## src/rtl/snd_write_fifo.sv

```systemverilog
// Captures host byte writes to the sound port and replays each byte to the
// sn76489 with a slow chip-select/write-enable strobe, decoupled by a small FIFO.
module snd_write_fifo #(
    parameter int unsigned DEPTH     = 4,
    parameter logic [7:0]  ADDR_HI   = 8'h84,
    parameter int unsigned WE_CYCLES = 32
) (
    input  logic        clk,
    input  logic        reset,
    input  logic        i_memen,
    input  logic        i_we,
    input  logic [15:0] i_address_bus,
    input  logic [7:0]  i_data_bus,
    output logic [7:0]  o_snd_data,
    output logic        o_snd_cs,
    output logic        o_snd_we,
    output logic [4:0]  o_fifo_count,
    output logic        o_overflow,
    input  logic        i_clear_overflow
);

    localparam int unsigned PTR_W  = (DEPTH > 1) ? $clog2(DEPTH) : 1;
    localparam logic [4:0]  FULL_C = 5'(DEPTH);

    typedef enum logic [1:0] {IDLE, SETUP, STROBE, HOLD} state_t;

    state_t             state;
    logic               we_m, we_s, we_d;
    logic               memen_m, memen_s;
    logic               pending;
    logic [7:0]         cap_data;
    logic [7:0]         mem [DEPTH];
    logic [PTR_W-1:0]   wr_ptr, rd_ptr;
    logic [7:0]         strobe_cnt;
    logic               push, pop, accept, drop;
    logic               unused_addr_lo;

    assign unused_addr_lo = ^i_address_bus[7:0];

    // A push is qualified on the synchronised WE rising edge only if some
    // low cycle of that host write hit the sound port.
    assign push   = we_s & ~we_d & pending;
    assign pop    = (state == IDLE) && (o_fifo_count != '0);
    assign accept = push && ((o_fifo_count != FULL_C) || pop);
    assign drop   = push && !accept;

    always_ff @(posedge clk or negedge reset) begin
        if (!reset) begin
            we_m     <= 1'b1;
            we_s     <= 1'b1;
            we_d     <= 1'b1;
            memen_m  <= 1'b1;
            memen_s  <= 1'b1;
            pending  <= 1'b0;
            cap_data <= '0;
        end else begin
            we_m    <= i_we;
            we_s    <= we_m;
            we_d    <= we_s;
            memen_m <= i_memen;
            memen_s <= memen_m;
            if (!we_s) begin
                if (!memen_s && (i_address_bus[15:8] == ADDR_HI)) begin
                    pending  <= 1'b1;
                    cap_data <= i_data_bus;
                end
            end else begin
                pending <= 1'b0;
            end
        end
    end

    always_ff @(posedge clk) begin
        if (accept)
            mem[wr_ptr] <= cap_data;
    end

    always_ff @(posedge clk or negedge reset) begin
        if (!reset) begin
            wr_ptr       <= '0;
            rd_ptr       <= '0;
            o_fifo_count <= '0;
            o_overflow   <= 1'b0;
        end else begin
            if (accept)
                wr_ptr <= wr_ptr + 1'b1;
            if (pop)
                rd_ptr <= rd_ptr + 1'b1;
            case ({accept, pop})
                2'b10:   o_fifo_count <= o_fifo_count + 1'b1;
                2'b01:   o_fifo_count <= o_fifo_count - 1'b1;
                default: o_fifo_count <= o_fifo_count;
            endcase
            if (drop)
                o_overflow <= 1'b1;
            else if (i_clear_overflow)
                o_overflow <= 1'b0;
        end
    end

    always_ff @(posedge clk or negedge reset) begin
        if (!reset) begin
            state      <= IDLE;
            o_snd_data <= '0;
            o_snd_cs   <= 1'b1;
            o_snd_we   <= 1'b1;
            strobe_cnt <= '0;
        end else begin
            case (state)
                IDLE: begin
                    if (pop) begin
                        o_snd_data <= mem[rd_ptr];
                        o_snd_cs   <= 1'b0;
                        state      <= SETUP;
                    end
                end
                SETUP: begin
                    o_snd_we   <= 1'b0;
                    strobe_cnt <= 8'(WE_CYCLES - 1);
                    state      <= STROBE;
                end
                STROBE: begin
                    if (strobe_cnt == '0) begin
                        o_snd_we <= 1'b1;
                        state    <= HOLD;
                    end else begin
                        strobe_cnt <= strobe_cnt - 1'b1;
                    end
                end
                HOLD: begin
                    o_snd_cs <= 1'b1;
                    state    <= IDLE;
                end
                default: state <= IDLE;
            endcase
        end
    end

endmodule
```

## config.mk

```make
export PLATFORM = sky130hd
export DESIGN_NAME = snd_write_fifo
export DESIGN_NICKNAME = d
export VERILOG_FILES = /design/src/rtl/snd_write_fifo.sv
export SDC_FILE = /design/constraint.sdc
export NUM_CORES = 1
export LEC_CHECK = 0
export BUFFER_PORTS_ARGS = -buffer_cell sky130_fd_sc_hd__buf_2
export CORE_UTILIZATION = 45
export CTS_BUF_LIST = sky130_fd_sc_hd__clkbuf_8 sky130_fd_sc_hd__clkbuf_16
export CTS_CLUSTER_SIZE = 25
export DETAILED_ROUTE_END_ITERATION = 16
export PLACE_DENSITY_LB_ADDON = 0.3
export SKIP_LAST_GASP = 1
export SYNTH_ARGS = -nofsm -noshare
export SYNTH_HDL_FRONTEND = slang
export SYNTH_SLANG_ARGS = --single-unit
```

## constraint.sdc

```tcl
create_clock -name clk -period 3.7 [get_ports clk]
set_clock_uncertainty 0.05 [all_clocks]
set_input_delay 0.37 -clock clk [delete_from_list [all_inputs] [get_ports clk]]
set_output_delay 0.37 -clock clk [all_outputs]
set_load 0.05 [all_outputs]
```

==> run summary <==
Status - complete, no violations
Critical Path Sink Type - flip-flop
Setup Fix Bufs, Post-CTS - 0
Post-Syn Area - 0.00335 mm2
Worst stage delay on the critical path - 440 ps
Slew Viols, Final - 0
Top_reg_cell synth - dfrtp_1
Synth cell types - 48
I/O pin count - 45
Post-Place Cells - 367
Commonest non-fill, non-tap cells in the layout - dfrtp_1 (37), buf_2 (36), edfxtp_1 (32), inv_1 (16), mux2_2 (16)
Worst slew pin tran - 1010 ps
RSZ-0062 raised after global routing - no
Cells after synthesis - 237
CP max FO - 11
Mapped Nets - 280
Largest net degree at the start of global routing - 45
Fmax - 352 MHz
Via count - 1960
Delay-heaviest family, CP - compound AO/OA/AOI/OAI gates
Die Area - 0.00780 mm2
DRC viols - 0
Row count - 31
Reg2reg start - state[0]
Crit path DAT - 3010 ps
EDFF count, synth - 32
Post-cts resize count - 0
Max Cap Viol - 0
Share of cells above drive strength 1 - 0.310
Final GP Congestion - 0.830
Endpoints failing hold - 0
Worst-skew pair later-pin latency - 340 ps
Leak - 1.61 nW
Synth warnings - 0
First-pass GRT wire length - 8940 um
Final Cycle Share - 0.768
Min Hold Slack - 76.4 ps
H-tree Lvls - 3
Sequential element share of the synthesized area - 0.618
Core ar. - 0.00721 mm2
ANT nets after route - 0
CTS sink cnt - 76
PortBufs - 36
PD cells - 770 mW/mm2
Initial Utilization - 0.465
Die width - 88.3 um
CTS clk-pin slew, worst paths - 70 ps
Rel. slew slack - 0.325
Reg2reg end - o_fifo_count[3]
CP Data Required Time - 3870 ps
Hold Crit Start - i_we
CTS tree - yes
# diodes - 0
Final instance area - 0.00382 mm2
Area Growth Syn to Fin - 14.0%
CP max-delay cell - ha_1
Max VDD drop - 0.235 mV
Vias in the first global route - 1874
Worst hold-check path type - in2reg
TritonCTS Buffers - 9
Crit Path Category - reg2reg
WP buf/inv - 2
Drt first pass iters - 4
Period minus WS final - 2840 ps
Hold EP - we_m
Fin nets - 322
Avg Cell Area, Syn - 14.1 um2
Via density per instance - 5.12
Die height - 88.3 um
Setup Total Neg Slack - 0 ps
CTS max path bufs - 2
DP HPWL - 3700 um
Startpoint types - flip-flop
Routed len/inst - 14.5 um
WHS Path Cells - 1
Post-synth ARST share - 0.579
Critical-path cell list - inv_1 -> ha_1 -> o21ai_4 -> or2b_4 -> inv_1 -> ha_1 -> a21o_1 -> a21oi_1 -> xor2_1 -> o21ai_0 -> a211o_1
Reg2Reg Depth - 11
Grt total ovfl - 0
Total Routing Usage GR - 0.159
Initial antenna violation count - 0
Commonest non-fill, non-tap cell in the layout - dfrtp_1
Placed inst area - 0.00364 mm2
Synthesized flop and latch total - 76
Initial DRC count - 123
R2R Setup Slk - 860 ps
Hold_buf cts - 0
Setup crit start - state[0]
Non-Filler Instances - 383
CTS root buf - clkbuf_8
Setup violators final - 0
Tot Pwr - 2.94 mW
Post-Route WL - 5540 um
-- registers in the layout, summed over array words and instances (netlist names), 2 cells and up --
signal,flops
cap_data,8
mem,32
o_fifo_count,5
o_snd_data,8
rd_ptr,2
state,2
strobe_cnt,8
wr_ptr,2
-- cells by family after synthesis --
group                    synth area share
flip-flops                          0.618
XOR/XNOR                           0.0209
multiplexers                        0.119
adder cells (fa/ha/maj)            0.0545
buffers and inverters              0.0228
AO/OA/AOI/OAI                      0.0776
AND/OR/NAND/NOR                    0.0870
-- layout make-up --
| cell class | count | area (um2) |
|---|---|---|
| Fill cell | 630 | 3390 |
| Sequential cell | 76 | 2070 |
| Multi-Input combinational cell | 142 | 1200 |
| Timing Repair Buffer | 37 | 188 |
| Clock buffer | 9 | 124 |
| Tap cell | 99 | 124 |
| Clock inverter | 7 | 61.3 |
| Inverter | 13 | 48.8 |
-- worst max-delay path by stage --
stage	endpoint	slack (ps)	cells after the start
floorplan	o_fifo_count[3]	780	10
global placement	o_fifo_count[3]	870	10
detailed placement	o_fifo_count[3]	870	11
CTS	o_fifo_count[3]	850	11
global route	o_fifo_count[3]	630	11
finish	o_fifo_count[3]	860	11
-- cell usage after synthesis, types with 3 or more instances --
cell type,n,area [um2]
nand2_1,15,56.3
ha_1,13,163
inv_1,13,48.8
mux2i_1,4,40.0
nor3_1,4,20.0
clkbuf_1,3,11.3
a21oi_1,8,40.0
nor2_1,9,33.8
xor2_1,5,43.8
xnor2_1,3,26.3
a21o_1,4,30.0
and2_1,5,31.3
edfxtp_1,32,961
nor2b_1,3,18.8
o21ai_0,10,50.1
dfrtp_1,37,926
mux2_2,16,180
dfstp_2,7,184
mux4_2,8,180
-- report_power, final --
part	leakage, nW	internal, mW	total (mW)	switching, mW
Sequential	0.807	1.02	1.18	0.165
Combinational	0.702	0.470	1.17	0.702
Clock	0.0990	0.303	0.590	0.287
Total	1.61	1.79	2.94	1.15
-- routing by layer --
metal	vias to the layer above	wire length (um)	track usage
li1	957	-	-
met4	0	112	0.0894
met3	8	158	0.0336
met5	-	0	0
met2	36	2660	0.254
met1	959	2610	0.203
-- per-stage QoR --
step | worst slack (ps) | utilization
after floorplan | 775 | -
after global placement | 874 | 0.504
after detailed placement | 872 | 0.504
after CTS | 846 | 0.530
after global routing | 628 | 0.530
final | 859 | 0.530
Note: power is estimated with default switching activity, not from simulation.
